--- config.mk ---
export PLATFORM = sky130hd
export DESIGN_NAME = tdm_demux8_flat
export DESIGN_NICKNAME = d
export VERILOG_FILES = /design/src/rtl/tdm_demux8_pkg.sv /design/src/rtl/tdm_demux8_if.sv /design/src/rtl/tdm_demux8_dec3to8.sv /design/src/rtl/tdm_demux8.sv /design/src/flat_wrapper.sv
export SDC_FILE = /design/constraint.sdc
export NUM_CORES = 1
export LEC_CHECK = 0
export ABC_AREA = 1
export CELL_PAD_IN_SITES_DETAIL_PLACEMENT = 1
export CELL_PAD_IN_SITES_GLOBAL_PLACEMENT = 1
export CORE_ASPECT_RATIO = 0.75
export CORE_MARGIN = 1.5
export CORE_UTILIZATION = 39
export CTS_CLUSTER_DIAMETER = 80
export DETAILED_ROUTE_END_ITERATION = 12
export GPL_TIMING_DRIVEN = 0
export PLACE_DENSITY_LB_ADDON = 0.2
export SLEW_MARGIN = 20
export SYNTH_ARGS = -nofsm -noshare
export SYNTH_HDL_FRONTEND = slang
export SYNTH_HIERARCHICAL = 1
export SYNTH_SLANG_ARGS = --single-unit
--- constraint.sdc ---
create_clock -name clk -period 3.5 [get_ports clk]
set_input_delay 0.7 -clock clk [delete_from_list [all_inputs] [get_ports clk]]
set_output_delay 0.7 -clock clk [all_outputs]
set_load 0.01 [all_outputs]
--- src/rtl/tdm_demux8_pkg.sv ---
// Shared types for the 8-channel TDM receive path.
// Channel count, select width and the frame-alignment FSM states.
package tdm_pkg;

  localparam int N_CH  = 8;
  localparam int SEL_W = 3;

  typedef logic [SEL_W-1:0] ch_t;

  typedef enum logic {
    IDLE,
    RUN
  } state_e;

endpackage

--- src/rtl/tdm_demux8_if.sv ---
// Line-side and channel-side bundle of the TDM demux.
// master drives the serial line and selects; slave returns rebuilt channels.
interface tdm_demux8_if
  import tdm_pkg::*;
#(
  parameter int DATA_W = 1
);

  logic [DATA_W-1:0]      din;
  logic                   din_valid;
  logic                   sync;
  logic                   mode;
  logic                   s1;
  logic                   s2;
  logic                   s3;
  logic [N_CH*DATA_W-1:0] y;
  logic                   frame_valid;
  ch_t                    ch_cnt;
  logic                   err;

  modport master (
    output din, din_valid, sync, mode,
    output s1, s2, s3,
    input  y, frame_valid, ch_cnt, err
  );

  modport slave (
    input  din, din_valid, sync, mode,
    input  s1, s2, s3,
    output y, frame_valid, ch_cnt, err
  );

endinterface

--- src/rtl/tdm_demux8_dec3to8.sv ---
// Channel index to one-hot write enable.
// Shared by shadow writes (auto) and direct y writes (manual).
module dec3to8
  import tdm_pkg::*;
(
  input  ch_t             idx_i,
  input  logic            en_i,
  output logic [N_CH-1:0] oh_o
);

  always_comb begin
    oh_o = '0;
    if (en_i) oh_o = N_CH'(1) << idx_i;
  end

endmodule

--- src/rtl/tdm_demux8.sv ---
// 8-channel TDM receiver: serial samples to parallel channels.
// Auto mode aligns frames on sync; manual mode writes by external select.
module tdm_demux8
  import tdm_pkg::*;
#(
  parameter int DATA_W = 1
) (
  input logic          clk,
  input logic          rst_n,
  tdm_demux8_if.slave  bus
);

  localparam int YW = N_CH * DATA_W;

  state_e                        st_q, st_d;
  ch_t                           cnt_q, cnt_d;
  logic [N_CH-1:0][DATA_W-1:0]   sh_q, sh_d;
  logic [YW-1:0]                 y_q, y_d;
  logic                          fv_q, fv_d;
  logic                          err_q, err_d;

  ch_t             idx;
  logic [N_CH-1:0] we;

  // A sync sample is always channel 0, even mid-frame.
  assign idx = bus.mode ? {bus.s3, bus.s2, bus.s1}
             : (bus.sync ? '0 : cnt_q);

  dec3to8 u_dec (
    .idx_i (idx),
    .en_i  (bus.din_valid),
    .oh_o  (we)
  );

  always_comb begin
    st_d  = st_q;
    cnt_d = cnt_q;
    sh_d  = sh_q;
    y_d   = y_q;
    fv_d  = 1'b0;
    err_d = 1'b0;
    if (bus.mode) begin
      st_d  = IDLE;
      cnt_d = '0;
      for (int k = 0; k < N_CH; k++)
        if (we[k]) y_d[k*DATA_W +: DATA_W] = bus.din;
    end else if (bus.din_valid) begin
      unique case (st_q)
        IDLE: begin
          if (bus.sync) begin
            sh_d[0] = bus.din;
            cnt_d   = SEL_W'(1);
            st_d    = RUN;
          end
        end
        RUN: begin
          for (int k = 0; k < N_CH; k++)
            if (we[k]) sh_d[k] = bus.din;
          if (bus.sync && cnt_q != '0) begin
            err_d = 1'b1;
            cnt_d = SEL_W'(1);
          end else if (cnt_q == SEL_W'(N_CH-1)) begin
            for (int k = 0; k < N_CH-1; k++)
              y_d[k*DATA_W +: DATA_W] = sh_q[k];
            y_d[YW-1 -: DATA_W] = bus.din;
            fv_d  = 1'b1;
            cnt_d = '0;
          end else begin
            cnt_d = cnt_q + SEL_W'(1);
          end
        end
        default: st_d = IDLE;
      endcase
    end
  end

  always_ff @(posedge clk or negedge rst_n) begin
    if (!rst_n) begin
      st_q  <= IDLE;
      cnt_q <= '0;
      sh_q  <= '0;
      y_q   <= '0;
      fv_q  <= 1'b0;
      err_q <= 1'b0;
    end else begin
      st_q  <= st_d;
      cnt_q <= cnt_d;
      sh_q  <= sh_d;
      y_q   <= y_d;
      fv_q  <= fv_d;
      err_q <= err_d;
    end
  end

  assign bus.y           = y_q;
  assign bus.frame_valid = fv_q;
  assign bus.ch_cnt      = cnt_q;
  assign bus.err         = err_q;

endmodule

--- src/flat_wrapper.sv ---
// flat-port wrapper written by rule: the top's interface ports become plain ports
module tdm_demux8_flat import tdm_pkg::*;
#(
  parameter int DATA_W = 1
)
  (clk, rst_n, bus_din, bus_din_valid, bus_sync, bus_mode, bus_s1, bus_s2, bus_s3, bus_y, bus_frame_valid, bus_ch_cnt, bus_err);
  tdm_demux8_if #(.DATA_W(DATA_W)) bus_i ();
  input logic clk;
  input logic rst_n;
  input wire logic [$bits(bus_i.din)-1:0] bus_din;
  input wire logic [$bits(bus_i.din_valid)-1:0] bus_din_valid;
  input wire logic [$bits(bus_i.sync)-1:0] bus_sync;
  input wire logic [$bits(bus_i.mode)-1:0] bus_mode;
  input wire logic [$bits(bus_i.s1)-1:0] bus_s1;
  input wire logic [$bits(bus_i.s2)-1:0] bus_s2;
  input wire logic [$bits(bus_i.s3)-1:0] bus_s3;
  output wire logic [$bits(bus_i.y)-1:0] bus_y;
  output wire logic [$bits(bus_i.frame_valid)-1:0] bus_frame_valid;
  output wire logic [$bits(bus_i.ch_cnt)-1:0] bus_ch_cnt;
  output wire logic [$bits(bus_i.err)-1:0] bus_err;
  assign bus_i.din = bus_din;
  assign bus_i.din_valid = bus_din_valid;
  assign bus_i.sync = bus_sync;
  assign bus_i.mode = bus_mode;
  assign bus_i.s1 = bus_s1;
  assign bus_i.s2 = bus_s2;
  assign bus_i.s3 = bus_s3;
  assign bus_y = bus_i.y;
  assign bus_frame_valid = bus_i.frame_valid;
  assign bus_ch_cnt = bus_i.ch_cnt;
  assign bus_err = bus_i.err;
  tdm_demux8 #(.DATA_W(DATA_W)) u_core (.clk(clk), .rst_n(rst_n), .bus(bus_i));
endmodule
==> impl_summary.log, run 1 <==
[metrics] status: finished clean
[metrics] number of synthesized register bits: 21
[metrics] share of synthesized flip-flops with an asynchronous set or reset: 1.00
[metrics] count of cell types in the netlist: 17
[metrics] largest delay contributor family on the critical path: simple AND/OR/NAND/NOR gates
[metrics] final total negative setup slack: 0 ns
[metrics] net count of the mapped netlist: 184
[metrics] routed length per placed instance: approximately 14 um
[metrics] post-layout util: 0.511
[metrics] Clk pwr share: 0.267
[metrics] type of destination of the critical path: register
[metrics] relative contribution of combinational cells to total power: 0.255
[metrics] most frequent CP cell: nand2_1
[metrics] Top-Level Pins: 22
[metrics] warning count from the yosys run: 6
[metrics] Post-Place Cells: between 200 and 250
[metrics] Starting DRT DRC Count: 39
[metrics] combined area of the multi-input logic cells: 598 um2
[metrics] Avg Vias per Cell: 4.96
[metrics] kind of start point of the critical path: input pin
[metrics] port buffer count: 20
[metrics] Critical path buffers and inverters: 2
[metrics] final-report setup violation count: 0
[metrics] area growth from synthesis to layout: 24.2%
[metrics] starting density of the core: 0.411
[metrics] Critical Path, Cell by Cell: clkdlybuf4s50_1, inv_1, nand2_1, o21ai_0, nand2_1, nor2_1, nor2_1, nor2_1, nand2_1, nand2_1, nand2_1
[metrics] highest ir drop seen on vdd: 0.238 mV
[metrics] Clock Skew: 0.00542 ns
[metrics] Max Cap Violations: 0
[metrics] # resized after CTS: 0
[metrics] clock slew at the register clock pins of the worst setup and hold paths: approximately 0.080 ns
[metrics] library cell with the largest summed area after synthesis: dfrtp_1
[metrics] CP Class: in -> reg
[metrics] number of global-route vias before repair: 1,228
[metrics] power density cells: slightly below 400 mW/mm2
[metrics] die boundary width: 67.5 um
[metrics] Storage cell area: 526 um2
[metrics] biggest area contributors in the synthesized netlist: dfrtp_1, nand2_1, nor2_1
[metrics] highest net fanout along the worst path: 3
[metrics] Hold Crit Class: reg -> reg
[metrics] actual transition at the worst max-transition pin: 0.943 ns
[metrics] relative slew slack: 0.370
[metrics] commonest cells in the netlist: nand2_1, nor2_1, dfrtp_1
[metrics] Post-Place Cell Area: ~0.0015 mm2
[metrics] number of levels the H-tree was split into: 1
[metrics] FP Rows: 17
[metrics] peak per-stage delay on the critical path: 0.45 ns
[metrics] detailed-router iteration count before antenna repair: 4
[metrics] sequential share of power: 0.478
[metrics] proportion of layout cells with a drive suffix above 1: 0.0816
[metrics] LEAKAGE: 0.733 nW
[metrics] Residual DRC: 0
[metrics] post-synthesis sequential area ratio: 0.432
[metrics] antenna-violating nets left: 0
[metrics] setup repair after global routing missed its margin: false
[metrics] Final nets: 209
[metrics] die boundary height: 51.4 um
[metrics] clock buffer depth: 2
[metrics] HPWL Detailed: 2480 um
[metrics] number of hold-slack violations in the final timing report: 0
[metrics] TritonCTS clock tree: done
[metrics] Final GP Congestion: 0.841
[metrics] setup repair bufs after CTS: 0
[metrics] Final Max Tran Viols: 0
[metrics] mean cell area of the mapped netlist: 7.07 um2
[metrics] signal arrival time at the worst endpoint: about 2.4 ns
[metrics] timing-limited maximum frequency: roughly 450 MHz
[metrics] Sw Ratio: 0.302
[metrics] Detailed Route WL: 3170 um
[metrics] first-pass GRT wire length: 5420 um
[metrics] Switching Power: around 180 uW
[metrics] maximum number of pins on one net before global-route repair: 22
[metrics] root cell of the clock tree: clkbuf_8
[metrics] Die Footprint: between 0.003 and 0.004 mm2
[metrics] number of antenna violations at the first check in global routing: 0
[metrics] count of flip-flops with a built-in enable after synthesis: 0
[metrics] top-area cell type share of the netlist area: 0.432
[metrics] internal reg-to-reg setup slack: 1.88 ns
[metrics] TritonCTS buffer count: 3
[metrics] final standard cell area without fillers: ~0.0015 mm2
[metrics] antenna diode count: 0
[metrics] least setup slack across all paths after layout: ~1.3 ns
[metrics] gr ovfl total: 0
[metrics] gate count of the mapped netlist: 172
[metrics] later-pin clock latency in the skew report: between 0.2 and 0.3 ns
[metrics] non-filler cells, final: 234
[metrics] clock sink total: 21
[metrics] pre-CTS worst setup slack: 1.02 ns
[metrics] top_reg_cell synth: dfrtp_1
[metrics] core box area: 0.00296 mm2
[metrics] Global Route Usage Sum: 0.213
[metrics] post-layout min period: 2.23 ns
[metrics] critical path data required time: between 3 and 4 ns
[metrics] CTS Hold Bufs: 0
[metrics] worst hold slack after final layout: 0.477 ns
[metrics] Cell Int Power: 418 uW
[metrics] worst-path cell with the longest stage delay: clkdlybuf4s50_1
[metrics] mapped cell area: 0.00122 mm2
[metrics] vias post-DR: roughly 1,200
[metrics] most numerous cell in the Yosys netlist: nand2_1
[metrics] final worst path period share: 0.636
[metrics] count of filler cells inserted in the layout: about 380
[metrics] Power, Total: 599 uW
worst reg2reg max path, delay by kind of cell (launching register included):
kind            cells  cell delay, ns
fa+ha+maj           2            0.45
flops               1            0.42
compound gates      1            0.35
simple gates        3            0.30
state kept, by name (all words and copies together) (netlist names):
name                    cells
u_core/st_q                 1
u_core/bus.y                8
u_core/bus.frame_valid      1
u_core/bus.err              1
u_core/bus.ch_cnt           3
u_core/sh_q                 7
final cells by class:
| cell class | count | area share |
|---|---|---|
| Multi-Input combinational cell | 135 | 0.396 |
| Sequential cell | 21 | 0.348 |
| Timing Repair Buffer | 20 | 0.133 |
| Inverter | 12 | 0.0315 |
| Tap cell | 38 | 0.0315 |
| Buffer | 4 | 0.0298 |
| Clock buffer | 3 | 0.0273 |
| Clock inverter | 1 | 0.00331 |
layout by cell type (no fill, tap or decap):
master,instances
nand2_1,69
nor2_1,28
dfrtp_1,21
clkdlybuf4s50_1,20
nand3_1,12
inv_1,11
o21ai_0,11
buf_6,4
clkbuf_8,3
nand2_2,3
ha_1,3
a21oi_2,2
o21ai_1,2
clkinv_2,1
inv_4,1
nor2_4,1
a21oi_1,1
or2_0,1
o22ai_1,1
or2_2,1
logic make-up (layout without fill, tap and decap cells):
family                   after synthesis  in the layout  synth area share
buffers and inverters                 16             40            0.0761
flip-flops                            21             21             0.432
adder cells (fa/ha/maj)                3              3            0.0309
AND/OR/NAND/NOR                      115            115             0.384
AO/OA/AOI/OAI                         17             17            0.0772
routing by layer:
layer  part of all wire  wire, um  track usage
met2               0.47      1500        0.361
met4             0.0054        17       0.0578
met1               0.49      1550        0.265
met3              0.032       101       0.0551
met5                  0         0            0
power groups by stage:
stage	Combinational [mW]	Clock (mW)	Sequential, mW
2_1_floorplan	0.0744	0	0.297
3_3_place_gp	0.147	0	0.289
3_5_place_dp	0.153	0	0.291
4_1_cts	0.154	0.170	0.286
5_1_grt	0.171	0.181	0.290
6_report	0.153	0.160	0.286
worst paths after layout:
| path | from | end | depth (start not counted) |
|---|---|---|---|
| worst max-delay path | bus_sync | u_core/bus.y[2] | 11 |
| worst min-delay path | u_core/bus.y[7] | u_core/bus.y[7] | 2 |
| worst max register to register | u_core/bus.ch_cnt[0] | u_core/bus.y[0] | 6 |
| worst min register to register | u_core/bus.y[7] | u_core/bus.y[7] | 2 |
| max in group asynchronous | rst_n | u_core/bus.ch_cnt[2] | 1 |
| min in group asynchronous | rst_n | u_core/bus.y[7] | 1 |
Power figures use the tool's default switching activity.
==> run 2, diff against run 1 <==
- CORE_UTILIZATION: 39 -> 33
- clock period: 3.5 -> 1.85 ns (I/O delays scaled with it)
==> run 2 against run 1 <==
Net effect:
- worst hold slack lost 0.091 ns
- register-to-register slack lost 1.7 ns
- clock skew shrank 0.0043 ns
- total power grew 90%
- worst setup slack lost 1.1 ns
- sequential cell count is the same
- non-clock buffer count is the same
- first-iteration DRC count shrank 23%
- clock-buffer cell count grew 1
- critical path type is now reg -> reg
- highest routed layer unchanged
==> impl_summary.log, run 2 (same netlist as run 1, synthesis figures left out) <==
[metrics] status: finished clean
[metrics] worst flop-to-flop path startpoint: u_core/bus.ch_cnt[0]
[metrics] Critical path buffers and inverters: 0
[metrics] Avg Vias per Cell: 4.63
[metrics] proportion of layout cells with a drive suffix above 1: 0.163
[metrics] Detailed Route WL: 3380 um
[metrics] Clock Skew: 0.00111 ns
[metrics] area growth from synthesis to layout: 29.7%
[metrics] clock slew at the register clock pins of the worst setup and hold paths: 0.07 ns
[metrics] die boundary width: 73.1 um
[metrics] worst-path cell with the longest stage delay: dfrtp_1
[metrics] worst reg2reg path endpoint: u_core/bus.y[0]
[metrics] signal arrival time at the worst endpoint: 1.84 ns
[metrics] Storage cell area: 526 um2
[metrics] pre-CTS worst setup slack: -0.393 ns
[metrics] die boundary height: 55.6 um
[metrics] internal reg-to-reg setup slack: 0.16 ns
[metrics] FP Rows: 18
[metrics] combined area of the multi-input logic cells: between 600 and 700 um2
[metrics] later-pin clock latency in the skew report: 0.26 ns
[metrics] power density cells: 723 mW/mm2
[metrics] CTS Hold Bufs: 0
[metrics] relative slew slack: 0.373
[metrics] first-pass GRT wire length: roughly 5500 um
[metrics] non-filler cells, final: about 250
[metrics] TritonCTS buffer count: 3
[metrics] routed length per placed instance: between 10 and 15 um
[metrics] clock buffer depth: 2
[metrics] antenna diode count: 0
[metrics] Post-Place Cells: 242
[metrics] worst hold slack after final layout: 0.386 ns
[metrics] most frequent CP cell: ha_1
[metrics] leading cell type in the layout, fill and taps excluded: nand2_1
[metrics] Die Footprint: 0.00406 mm2
[metrics] Residual DRC: 0
[metrics] Hold Crit Class: in -> reg
[metrics] largest delay contributor family on the critical path: adder cells
[metrics] number of antenna violations at the first check in global routing: 0
[metrics] Starting DRT DRC Count: 30
[metrics] Critical Path, Cell by Cell: ha_1, ha_1, a21oi_2, nor2_1, nand3_1, nand2_1
[metrics] setup repair bufs after CTS: 0
[metrics] worst hold start: bus_mode
[metrics] number of global-route vias before repair: roughly 1,200
[metrics] post-layout util: 0.464
[metrics] HPWL Detailed: 2550 um
[metrics] count of filler cells inserted in the layout: 442
[metrics] Final Max Tran Viols: 0
[metrics] max reg flops: 8
[metrics] detailed-router iteration count before antenna repair: 4
[metrics] gr ovfl total: 0
[metrics] Final nets: 209
[metrics] critical path data required time: 2.00 ns
[metrics] Hold EP: u_core/st_q
[metrics] vias post-DR: 1,139
[metrics] number of hold-slack violations in the final timing report: 0
[metrics] TritonCTS clock tree: done
[metrics] logic depth of the worst register-to-register path: 6
[metrics] Power, Total: 1.14 mW
[metrics] core box area: between 0.003 and 0.004 mm2
[metrics] highest ir drop seen on vdd: 0.261 mV
[metrics] CP Class: reg -> reg
[metrics] kind of start point of the critical path: register
[metrics] antenna-violating nets left: 0
[metrics] least setup slack across all paths after layout: 0.158 ns
[metrics] final-report setup violation count: 0
[metrics] type of destination of the critical path: register
[metrics] Max Cap Violations: 0
[metrics] Cells on Worst Hold Path: 2
[metrics] starting density of the core: 0.358
[metrics] Top-Level Pins: 22
[metrics] actual transition at the worst max-transition pin: 0.938 ns
[metrics] maximum number of pins on one net before global-route repair: 22
[metrics] commonest cells after routing, fill and taps aside: nand2_1, dfrtp_1, clkdlybuf4s50_1
[metrics] Final GP Congestion: 0.798
[metrics] setup repair after global routing missed its margin: false
[metrics] port buffer count: 20
[metrics] number of levels the H-tree was split into: 1
[metrics] LEAKAGE: ~0.74 nW
[metrics] Global Route Usage Sum: 0.176
[metrics] post-layout min period: 1.69 ns
[metrics] clock sink total: 21
[metrics] highest net fanout along the worst path: 8
[metrics] timing-limited maximum frequency: 591 MHz
[metrics] final worst path period share: 0.914
[metrics] peak per-stage delay on the critical path: about 0.4 ns
[metrics] root cell of the clock tree: clkbuf_8
-- run 2: repair_timing --
item | in CTS | in global routing
pin swaps | 0 | 1
resized for setup | 2 | 20
cloned | 0 | 0
endpoints found under the setup margin | 9 | 10
-- run 2: area by class of cell --
| cell class | instances | share of cell area |
|---|---|---|
| Buffer | 4 | 0.0285 |
| Clock buffer | 4 | 0.0285 |
| Inverter | 12 | 0.0301 |
| Multi-Input combinational cell | 135 | 0.412 |
| Sequential cell | 21 | 0.333 |
| Tap cell | 50 | 0.0397 |
| Timing Repair Buffer | 20 | 0.128 |
-- run 2: metrics by stage --
stage | cell area, um2 | setup TNS (ns)
after floorplan | 1220 | 0
after global placement | 1480 | -2.51
after detailed placement | 1480 | -3.70
after CTS | 1520 | -0.0174
after global routing | 1580 | 0
final | 1580 | 0
-- run 2: how the worst max path moves through the flow --
stage / from / end / slack (ns) / depth (start not counted)
3_3_place_gp: bus_sync / u_core/bus.y[3] / -0.27 / 11
2_1_floorplan: bus_mode / u_core/sh_q[0] / 0.10 / 12
3_5_place_dp: bus_sync / u_core/bus.y[3] / -0.39 / 11
5_1_grt: u_core/bus.ch_cnt[0] / u_core/bus.y[5] / 0.04 / 6
4_1_cts: bus_sync / u_core/bus.y[3] / -0.01 / 11
6_report: u_core/bus.ch_cnt[0] / u_core/bus.y[0] / 0.16 / 6
-- run 2: routing by layer --
| layer | GRT usage | wire length [um] | vias to the layer above |
|---|---|---|---|
| met2 | 0.264 | 1580 | 21 |
| met3 | 0.0417 | 118 | 4 |
| li1 | - | - | 584 |
| met1 | 0.247 | 1650 | 530 |
| met4 | 0.0566 | 29 | 0 |
| met5 | 0 | 0 | - |
-- run 2: where the power goes --
group	switching (mW)	total [mW]	internal [mW]	leakage (nW)
clock network	0.141	0.295	0.153	0.0228
logic	0.170	0.306	0.136	0.442
registers	0.0306	0.541	0.510	0.279
total	0.342	1.14	0.799	0.744
